==> config.mk <==
export PLATFORM = sky130hd
export DESIGN_NAME = i2c_temp_poll_ctrl
export DESIGN_NICKNAME = d
export VERILOG_FILES = /design/src/rtl/i2c_temp_poll_ctrl.sv
export SDC_FILE = /design/constraint.sdc
export NUM_CORES = 1
export LEC_CHECK = 0
export ABC_AREA = 1
export CORE_ASPECT_RATIO = 1.5
export CORE_UTILIZATION = 55
export CTS_BUF_LIST = sky130_fd_sc_hd__clkbuf_4 sky130_fd_sc_hd__clkbuf_8
export CTS_CLUSTER_SIZE = 8
export DETAILED_ROUTE_END_ITERATION = 8
export GPL_ROUTABILITY_DRIVEN = 0
export HOLD_SLACK_MARGIN = 0.15
export PLACE_DENSITY = 0.79
export SYNTH_ARGS = -nofsm -noshare
export SYNTH_HDL_FRONTEND = slang
export SYNTH_SLANG_ARGS = --single-unit
==> constraint.sdc <==
create_clock -name PCLK -period 3.3 [get_ports PCLK]
set_input_delay 0.66 -clock PCLK [delete_from_list [all_inputs] [get_ports PCLK]]
set_output_delay 0.66 -clock PCLK [all_outputs]
set_load 0.05 [all_outputs]
==> src/rtl/i2c_temp_poll_ctrl.sv <==
// i2c_temp_poll_ctrl: periodic TMP102-class temperature poller driving a byte-level I2C command engine.
// Define TEMP_ALERT_EN to build the signed over-temperature alert flag; otherwise alert is tied low.
module i2c_temp_poll_ctrl #(
    parameter int unsigned POLL_CYCLES = 50_000_000,
    parameter logic [6:0]  SLAVE_ADDR  = 7'h48,
    parameter logic [7:0]  PTR_REG     = 8'h00,
    parameter logic [11:0] TEMP_HI     = 12'h320
) (
    input  logic        PCLK,
    input  logic        PRESETN,
    input  logic        enable,
    input  logic        force_start,
    output logic        cmd_valid,
    input  logic        cmd_ready,
    output logic [2:0]  cmd_op,
    output logic [7:0]  cmd_data,
    input  logic        rsp_valid,
    input  logic [7:0]  rsp_data,
    input  logic        rsp_nack,
    output logic [11:0] temp,
    output logic        temp_valid,
    output logic        err,
    output logic        busy,
    output logic        alert
);
    localparam int unsigned   TW     = (POLL_CYCLES > 1) ? $clog2(POLL_CYCLES) : 1;
    localparam logic [TW-1:0] RELOAD = TW'(POLL_CYCLES - 1);

    localparam logic [2:0] OP_START     = 3'd0;
    localparam logic [2:0] OP_RSTART    = 3'd1;
    localparam logic [2:0] OP_WRITE     = 3'd2;
    localparam logic [2:0] OP_READ_ACK  = 3'd3;
    localparam logic [2:0] OP_READ_NACK = 3'd4;
    localparam logic [2:0] OP_STOP      = 3'd5;

    typedef enum logic [3:0] {
        IDLE, ST_START, WR_ADDR_W, WR_PTR, ST_RSTART, WR_ADDR_R, RD_MSB, RD_LSB, ST_STOP, DONE
    } state_t;

    function automatic logic [2:0] op_of(input state_t s);
        case (s)
            ST_START:                     op_of = OP_START;
            ST_RSTART:                    op_of = OP_RSTART;
            WR_ADDR_W, WR_PTR, WR_ADDR_R: op_of = OP_WRITE;
            RD_MSB:                       op_of = OP_READ_ACK;
            RD_LSB:                       op_of = OP_READ_NACK;
            default:                      op_of = OP_STOP;
        endcase
    endfunction

    function automatic logic [7:0] data_of(input state_t s);
        case (s)
            WR_ADDR_W: data_of = {SLAVE_ADDR, 1'b0};
            WR_PTR:    data_of = PTR_REG;
            WR_ADDR_R: data_of = {SLAVE_ADDR, 1'b1};
            default:   data_of = 8'h00;
        endcase
    endfunction

    // A NACKed write diverts straight to STOP so the bus is always released.
    function automatic state_t next_of(input state_t s, input logic nack);
        case (s)
            ST_START:  next_of = WR_ADDR_W;
            WR_ADDR_W: next_of = nack ? ST_STOP : WR_PTR;
            WR_PTR:    next_of = nack ? ST_STOP : ST_RSTART;
            ST_RSTART: next_of = WR_ADDR_R;
            WR_ADDR_R: next_of = nack ? ST_STOP : RD_MSB;
            RD_MSB:    next_of = RD_LSB;
            RD_LSB:    next_of = ST_STOP;
            ST_STOP:   next_of = DONE;
            default:   next_of = IDLE;
        endcase
    endfunction

    state_t        state_r, state_nxt, adv_s;
    logic          wait_r, wait_nxt, nack_r, nack_nxt, start_s, write_nack_s;
    logic          cmd_valid_r, cmd_valid_nxt, temp_valid_r, temp_valid_nxt;
    logic          err_r, err_nxt, busy_r;
    logic [2:0]    cmd_op_r, cmd_op_nxt;
    logic [7:0]    cmd_data_r, cmd_data_nxt, msb_r, msb_nxt;
    logic [3:0]    lsb_r, lsb_nxt;
    logic [11:0]   temp_r, temp_nxt;
    logic [TW-1:0] timer_r, timer_nxt;

    // Next-state, command and capture logic; wait_r marks a command accepted but not yet answered.
    always_comb begin
        state_nxt      = state_r;
        wait_nxt       = wait_r;
        nack_nxt       = nack_r;
        cmd_valid_nxt  = cmd_valid_r;
        cmd_op_nxt     = cmd_op_r;
        cmd_data_nxt   = cmd_data_r;
        msb_nxt        = msb_r;
        lsb_nxt        = lsb_r;
        temp_nxt       = temp_r;
        temp_valid_nxt = 1'b0;
        err_nxt        = 1'b0;
        adv_s          = IDLE;
        write_nack_s   = 1'b0;
        start_s        = (state_r == IDLE) && (force_start || (enable && (timer_r == '0)));

        // Timer keeps running through a transaction so starts stay POLL_CYCLES apart.
        if (start_s) begin
            timer_nxt = RELOAD;
        end else if (!enable) begin
            timer_nxt = RELOAD;
        end else if (timer_r != '0) begin
            timer_nxt = timer_r - TW'(1);
        end else begin
            timer_nxt = timer_r;
        end

        case (state_r)
            IDLE: begin
                if (start_s) begin
                    state_nxt     = ST_START;
                    nack_nxt      = 1'b0;
                    cmd_valid_nxt = 1'b1;
                    cmd_op_nxt    = OP_START;
                    cmd_data_nxt  = 8'h00;
                end else begin
                    state_nxt = IDLE;
                end
            end
            DONE: begin
                state_nxt = IDLE;
            end
            ST_START, WR_ADDR_W, WR_PTR, ST_RSTART, WR_ADDR_R, RD_MSB, RD_LSB, ST_STOP: begin
                if (!wait_r) begin
                    if (cmd_valid_r && cmd_ready) begin
                        cmd_valid_nxt = 1'b0;
                        wait_nxt      = 1'b1;
                    end else begin
                        cmd_valid_nxt = cmd_valid_r;
                    end
                end else if (rsp_valid) begin
                    write_nack_s = rsp_nack && (cmd_op_r == OP_WRITE);
                    adv_s        = next_of(state_r, write_nack_s);
                    wait_nxt     = 1'b0;
                    state_nxt    = adv_s;
                    nack_nxt     = nack_r | write_nack_s;
                    if (state_r == RD_MSB) begin
                        msb_nxt = rsp_data;
                    end else begin
                        msb_nxt = msb_r;
                    end
                    if (state_r == RD_LSB) begin
                        lsb_nxt = rsp_data[7:4];
                    end else begin
                        lsb_nxt = lsb_r;
                    end
                    if (adv_s == DONE) begin
                        temp_valid_nxt = ~nack_r;
                        err_nxt        = nack_r;
                        temp_nxt       = nack_r ? temp_r : {msb_r, lsb_r};
                    end else begin
                        cmd_valid_nxt = 1'b1;
                        cmd_op_nxt    = op_of(adv_s);
                        cmd_data_nxt  = data_of(adv_s);
                    end
                end else begin
                    wait_nxt = 1'b1;
                end
            end
            default: begin
                state_nxt     = IDLE;
                wait_nxt      = 1'b0;
                cmd_valid_nxt = 1'b0;
            end
        endcase
    end

    // State and registered outputs.
    always_ff @(posedge PCLK or negedge PRESETN) begin
        if (!PRESETN) begin
            state_r      <= IDLE;
            wait_r       <= 1'b0;
            nack_r       <= 1'b0;
            cmd_valid_r  <= 1'b0;
            cmd_op_r     <= 3'd0;
            cmd_data_r   <= 8'h00;
            msb_r        <= 8'h00;
            lsb_r        <= 4'h0;
            temp_r       <= 12'h000;
            temp_valid_r <= 1'b0;
            err_r        <= 1'b0;
            busy_r       <= 1'b0;
            timer_r      <= RELOAD;
        end else begin
            state_r      <= state_nxt;
            wait_r       <= wait_nxt;
            nack_r       <= nack_nxt;
            cmd_valid_r  <= cmd_valid_nxt;
            cmd_op_r     <= cmd_op_nxt;
            cmd_data_r   <= cmd_data_nxt;
            msb_r        <= msb_nxt;
            lsb_r        <= lsb_nxt;
            temp_r       <= temp_nxt;
            temp_valid_r <= temp_valid_nxt;
            err_r        <= err_nxt;
            busy_r       <= (state_nxt != IDLE);
            timer_r      <= timer_nxt;
        end
    end

    assign cmd_valid  = cmd_valid_r;
    assign cmd_op     = cmd_op_r;
    assign cmd_data   = cmd_data_r;
    assign temp       = temp_r;
    assign temp_valid = temp_valid_r;
    assign err        = err_r;
    assign busy       = busy_r;

`ifdef TEMP_ALERT_EN
    logic alert_r;

    // Alert re-evaluated only when a fresh good reading lands.
    always_ff @(posedge PCLK or negedge PRESETN) begin
        if (!PRESETN) begin
            alert_r <= 1'b0;
        end else if (temp_valid_nxt) begin
            alert_r <= ($signed(temp_nxt) > $signed(TEMP_HI));
        end else begin
            alert_r <= alert_r;
        end
    end

    assign alert = alert_r;
`else
    assign alert = 1'b0;
`endif

endmodule

======== Yosys cells after proc, flatten, opt, wreduce, memory -nomap -nowiden ========
Cells that the tools add are included.
W data, S select, Z words.
cells by class
  $add $sub $neg .......................... 1
  $mul .................................... 0
  divide/modulo/power cells ............... 0
  order comparisons ....................... 0
  equal/unequal tests ..................... 26
  shift-type cells ........................ 0
  muxes and demuxes ....................... 48
  bitwise logic cells ..................... 3
  reductions and logical operators ........ 19
operators by type and width
  cell                     number
  $mux W26                 3
  $eq A4 B3 Y1 const B     8
  $mux W4                  8
  $mux W8                  4
  $pmux W4 S8              1
  $pmux W8 S2              2
  $logic_not A26 Y1        1
  $reduce_bool A26 Y1      1
  $sub A26 B1 Y26 const B  1
  $mux W1                  20
  $eq A4 B2 Y1 const B     4
  $pmux W3 S5              1
  $reduce_and A5 Y1        3
  $eq A4 B4 Y1 const B     3
  $mux W3                  4
  $reduce_and A4 Y1        3
  $ne A3 B3 Y1 const B     3
  $eq A4 B1 Y1 const B     2
  $ne A2 B2 Y1 const B     4
  $pmux W4 S2              1
  $reduce_or A8 Y1         1
  $pmux W3 S2              1
  $logic_and A1 B1 Y1      4
  $logic_not A4 Y1         1
  11 further kinds         13
word-level totals
  bits in registers ....................... 71
  bits in latches ......................... 0
  bits in writable memories ............... 0
  memory bits (read-only) ................. 0
  input bits .............................. 15
  output and inout port bits .............. 28
  logic and storage cells ................. 110
  memories kept ........................... 0

======== Longest topological paths before layout ========
Gate-level depths: netlist of run 1.
  depth in word-level cells ............... 14
  mapped depth ............................ 12

======== Worst setup path before layout of run 1 ========
No wires, ideal clock.
  path kind ............................... reg-to-reg
  from .................................... register timer_r[0]
  to ...................................... register timer_r[24]
  library setup time ...................... 63 ps
  arrival time ............................ 1609 ps
  data required time ...................... 3237 ps
  setup slack ............................. 1628 ps
  cell stages (with the launch flop) ...... 12
  buffers on the path ..................... 1
  clock period less this slack ............ 1672 ps
  path through ............................ dfstp_2 > inv_1 > ha_1 > clkbuf_1 > nand2_1 > nor2_2 > nand3_1 > nand2_1 > nand3_1 > nor2_1 > nand2_1 > inv_1
on the way
  word-level cells in the longest chain between the ends .. 5
ends and longest elaborated chain
  element                                                  RTL line  source
  start, declared                                          83        logic [TW-1:0] timer_r, timer_nxt;
  start signal, assigned                                   202       timer_r <= timer_nxt;
  branches (longest 5 deep; another with $sub A26 B1 Y26)  --
Parallel ways; which one is timed is not known. The select of a mux whose other input is x is not followed.
A chain may end at the register's enable or synchronous reset.

======== Worst setup path in the final report of run 1 ========
  from .................................... register cmd_op_r[0] (netlist: cmd_op[0])
  to ...................................... output cmd_op[0]
RTL lines
  element                 RTL line  source
  start, declared         79        logic [2:0] cmd_op_r, cmd_op_nxt;
  start signal, assigned  194       cmd_op_r <= cmd_op_nxt;
  end, declared           15        output logic [2:0] cmd_op,
No word-level cell between the ends.

==> metrics.yaml, run 1 <==
status: "completed"
endpoint_kind: "output pin"
max_stage_delay_ps: 820
synthAdderAreaFrac_pct: 0.683
worstPathRequired_ps: 2640
crit_fanout: 4
post_cts_buffers: 0
antenna_found_initial: 0
setup_viol: 0
skew_ps: 9.57
vias: 3331
post-dp-hpwl_um: 6530
synth_cells: 499
cts_inserted_buffers: 9
port_buffers: 36
synth_top_family_by_area: "simple AND/OR/NAND/NOR gates"
clock.fmax_mhz: 452
critPathSlowestCell: "clkdlybuf4s50_1"
synthXorXnorAreaFrac_pct: 1.19
power_leakage_nw: 2.24
final_common_cell: "nand2_1"
period_minus_slack_ps: 2210
synth_area_leaders: "dfrtp_1 (32%), nand2_1 (14%), dfstp_2 (13%)"
grt_overflow: 0
antenna-diode-count: 0
synth_simple_gate_area_share_pct: 35.8
hold_viol: 0
clk_latency_ps: 350
slew_headroom_pct: 50.2
postLayoutSetupSlackWorst_ps: 1090
rsz0062_at_grt: "no"
grtUsageTotal_pct: 28.5
postSynthAreaPerCell_um2: 7.35
placedInstanceArea_um2: 4070
synth_edf_count: 0
synth_top_area_share_pct: 32.1
drt-initial-drc-count: 174
netlist-cell-type-count: 36
yosys_warnings: 0
worst_pin_slew_ps: 747
fp-row-count: 36
design_area_um2: 4270
post-route-period-util_pct: 67.0
ios: 43
synth-seq-cells: 65
coreArea_um2: 6490
cts_resized: 0
path_buf_inv: 1
grt_pass1_wl_um: 14800
clk_pin_slew_ps: 70
comb_power_share_pct: 33.2
crit_chain: "clkdlybuf4s50_1"
seqPwrFrac_pct: 39.0
pre_cts_ws_ps: 891
htree_levels: 3
dr.pass1.iters: 5
grt_pass1_vias: 3262
synthFlopType: "dfrtp_1"
crit_arrival_ps: 1550
startpoint_type: "flip-flop"
numClockSinks: 65
cts_tree: "done"
yosysSeqAreaShare_pct: 45.0
drive_above_1_share_pct: 12.5
path_class: "flip-flop to output pin"
area_delta_synth_final_pct: 16.4
root_buffer: "clkbuf_8"
start_util_pct: 56.5
report.final.slew_viol_count: 0
clkPwrFrac_pct: 27.8
yosys.area.top_type: "dfrtp_1"
drc_errors: 0
synth_compound_area_share_pct: 6.42
final_cell_mix: "nand2_1 (136), inv_1 (72), nor2_1 (61)"
fin_tns_setup_ps: 0
swShare_pct: 39.1
cts_hold_buf: 0
final_nets: 557
drv_cap: 0
p_switching_w: 0.000969
drt-wirelength-per-cell_um: 14.0
die_area_um2: 7000
netlist_area_um2: 3670
hp-class: "input port to async pin"
routed_wl_um: 8670
synthArstFlopShare_pct: 100
path_delay_family: "buffers and inverters"
die_h_um: 102
die_w_um: 68.7
grt_max_degree: 37
ir_drop_mv: 0.463
power_density_nw_per_um2: 580
clock_path_buffers: 2
ant_nets: 0
internal_power_w: 0.00151
drt-vias-per-instance: 5.36
muxShareOfSynthArea_pct: 0
registers in the layout, summed over array words and instances (netlist names):
| register | flops |
|---|---|
| timer_r | 26 |
| temp | 12 |
| temp_valid | 1 |
| wait_r | 1 |
| err | 1 |
| cmd_data | 2 |
| msb_r | 8 |
| cmd_valid | 1 |
| busy | 1 |
| lsb_r | 4 |
| cmd_op | 3 |
| state_r | 4 |
| nack_r | 1 |
kinds of logic (layout without fill, tap and decap cells):
group	count (synthesis)	count (layout)
AOI/OAI and AO/OA	41	41
xor gates and xnor gates	5	5
adders and majority gates	2	2
buffers and inverters	95	136
DFF	65	65
other	1	6
and+or+nand+nor	290	290
Yosys cell counts (2+ instances only):
cell	count
nand2_4	2
dfstp_2	18
buf_2	3
o211ai_1	7
nand4_1	16
nand3_2	5
o22ai_1	3
nand2_2	3
nand3b_1	4
nor2_2	8
clkbuf_1	3
inv_1	72
o21ai_1	11
ha_1	2
buf_4	7
nor2_1	61
nand2_1	136
o21ai_0	12
a21oi_1	5
nor4_1	2
nand3_1	41
dfrtp_1	47
xor2_1	4
nor3_1	9
inv_2	7
layer usage:
| metal | share of wire (%) | vias to the layer above | wire, um | GRT usage [%] |
|---|---|---|---|---|
| met5 | 0 | - | 0 | 0 |
| met4 | 4.2 | 0 | 363 | 16.5 |
| met3 | 3.5 | 33 | 305 | 6.14 |
| met2 | 53 | 94 | 4570 | 47.6 |
| met1 | 40 | 1554 | 3440 | 32.9 |
| li1 | - | 1650 | - | - |
area by class of cell:
class	count	area (um2)
multi-input cells	344	1640
well taps	76	95.1
repair buffers	39	378
inverters	81	305
clock inverters	4	53.8
fillers	568	2220
flip-flops and latches	65	1650
clock buffers	12	146
final timing paths:
| path | slack, ps | endpoint | startpoint | cells after the start |
|---|---|---|---|---|
| setup / recovery | 1090 | cmd_op[0] | cmd_op[0]$_DFFE_PN0P_ | 1 |
| hold / removal | 380 | msb_r[3]$_DFFE_PN0P_ | PRESETN | 1 |
| setup reg to reg | 1320 | timer_r[24]$_DFFE_PN0P_ | timer_r[0]$_DFFE_PN1P_ | 10 |
| hold reg to reg | 470 | temp[3]$_DFFE_PN0P_ | lsb_r[3]$_DFFE_PN0P_ | 2 |
| max in group asynchronous | 2130 | timer_r[13]$_DFFE_PN1P_ | PRESETN | 2 |
| min in group PCLK | 470 | temp[3]$_DFFE_PN0P_ | lsb_r[3]$_DFFE_PN0P_ | 2 |
through the flow:
stage,power [W],cells,hold slack (ps),utilization (%)
3_3_place_gp,0.00178,605,453,62.7
2_1_floorplan,0.00157,504,364,-
4_1_cts,0.00248,621,398,65.8
3_5_place_dp,0.00179,605,454,62.7
5_1_grt,0.00261,621,447,65.8
6_report,0.00248,621,379,65.8
power groups by stage:
stage / sequential, W / combinational, W / clock, W
3_5_place_dp: 0.000976 / 0.000812 / 0
3_3_place_gp: 0.000974 / 0.000802 / 0
4_1_cts: 0.000963 / 0.000820 / 0.000697
2_1_floorplan: 0.00109 / 0.000476 / 0
6_report: 0.000965 / 0.000822 / 0.000689
5_1_grt: 0.000974 / 0.000911 / 0.000728
No activity file was read; power rests on OpenSTA's default activity.
==> run 2, diff against run 1 <==
- clock period: 3.3 -> 2.2 ns (I/O delays scaled with it)
==> metrics.yaml, run 2 (synthesis results as in run 1) <==
status: "completed"
vias: 3333  # +0.060%
dr.pass1.iters: 4  # -1
drive_above_1_share_pct: 12.6  # +0.14 points
power_density_nw_per_um2: 887  # +53%
ios: 43  # unchanged
period_minus_slack_ps: 2010
grtUsageTotal_pct: 28.0  # -0.49 points
port_buffers: 36  # unchanged
max_stage_delay_ps: 820  # about the same
hold_viol: 0  # unchanged
ant_nets: 0  # unchanged
grt_pass1_wl_um: 14100  # -4.2%
cts_resized: 0  # unchanged
drt-wirelength-per-cell_um: 14.0  # +0.25%
endpoint_kind: "output pin"
final_common_cell: "nand2_1"
report.final.slew_viol_count: 0  # unchanged
die_w_um: 68.7  # unchanged
grt_max_degree: 48  # +30%
skew_ps: 7.00  # -2.57 ps
crit_fanout: 4  # unchanged
final_nets: 559  # +0.36%
start_util_pct: 56.5  # unchanged
power_leakage_nw: 2.27  # +1.5%
htree_levels: 3  # unchanged
clock_path_buffers: 2  # unchanged
fin_tns_setup_ps: 0  # unchanged
numClockSinks: 65  # unchanged
drv_cap: 0  # unchanged
crit_chain: "clkdlybuf4s50_1"
routed_wl_um: 8720  # +0.58%
ir_drop_mv: 0.793  # +71%
clock.fmax_mhz: 497
antenna-diode-count: 0  # unchanged
root_buffer: "clkbuf_8"
coreArea_um2: 6490  # unchanged
antenna_found_initial: 0  # unchanged
slew_headroom_pct: 66.1  # +16 points
power_w: 0.00384  # +55%
post-route-period-util_pct: 91.5
drt-vias-per-instance: 5.35  # -0.26%
largest_reg_flops: 26  # unchanged
clk_latency_ps: 360  # about the same
drc_errors: 0  # unchanged
die_area_um2: 7000  # unchanged
crit_arrival_ps: 1570  # +20 ps
hp-class: "flip-flop to flip-flop"
path_class: "flip-flop to output pin"
startpoint_type: "flip-flop"
fp-row-count: 36  # unchanged
post-dp-hpwl_um: 6470  # -0.86%
rsz0062_at_grt: "no"
path_buf_inv: 1  # unchanged
setup_viol: 0  # unchanged
worstPathRequired_ps: 1760  # -880 ps
worst_pin_slew_ps: 507  # -240 ps
die_h_um: 102  # unchanged
path_delay_family: "buffers and inverters"
grt_pass1_vias: 3220  # -1.3%
cts_tree: "done"
area_delta_synth_final_pct: 17.9
grt_overflow: 0  # unchanged
regMostFlops: "timer_r"
drt-initial-drc-count: 162  # -6.9%
final_cell_mix: "nand2_1 (136), inv_1 (72), nor2_1 (61)"
fin_util_pct: 66.6  # +0.83 points
cts_inserted_buffers: 9  # unchanged
clk_pin_slew_ps: 70  # about the same
critPathSlowestCell: "clkdlybuf4s50_1"
## run 2: stage by stage
step	instance area, um2	instances	setup slack, ps	hold slack (ps)
2_1_floorplan	3680	504	528	144
3_3_place_gp	4090	606	297	422
3_5_place_dp	4090	606	189	423
4_1_cts	4320	623	177	476
5_1_grt	4320	623	108	502
6_report	4320	623	186	474
## run 2: final timing paths
check / startpoint / end / slack, ps / cells after the start
min in group asynchronous: PRESETN / cmd_valid$_DFFE_PN0P_ / 570 / 2
max in group asynchronous: PRESETN / timer_r[0]$_DFFE_PN1P_ / 980 / 3
max reg2reg: timer_r[0]$_DFFE_PN1P_ / timer_r[24]$_DFFE_PN0P_ / 270 / 12
max: cmd_op[0]$_DFFE_PN0P_ / cmd_op[0] / 190 / 1
min: msb_r[5]$_DFFE_PN0P_ / temp[9]$_DFFE_PN0P_ / 470 / 2
min reg2reg: msb_r[5]$_DFFE_PN0P_ / temp[9]$_DFFE_PN0P_ / 470 / 2
## run 2: repair_timing
action | in CTS | in global routing
hold endpoints to repair | 9 | 0
hold buffers | 1 | 0
setup buffers | 0 | 0
## run 2: tightest hold or removal path, delay by kind of cell, from the launching register on
| family | cells | cell delay, ps |
|---|---|---|
| flops | 1 | 350 |
| simple gates | 2 | 100 |
## run 2: power by group
part	internal (W)	total, W	switching, W
Combinational	0.000371	0.00124	0.000867
Clock	0.000679	0.00115	0.000472
Sequential	0.00133	0.00145	0.000116
Total	0.00238	0.00384	0.00145
## run 2: cell type report
cell class	instances	area, um2
Tap cell	76	95.1
Timing Repair Buffer	41	408
Fill cell	548	2160
Clock buffer	11	145
Clock inverter	5	78.8
Inverter	81	305
Sequential cell	65	1650
Multi-Input combinational cell	344	1640
## run 2: per-layer routing
layer  global-route usage [%]  vias up  share of wire (%)
met4                     15.5        0                3.9
met5                        0        -                  0
li1                         -     1653                  -
met1                     29.8     1553                 39
met2                     49.1       97                 53
met3                     6.92       30                3.9
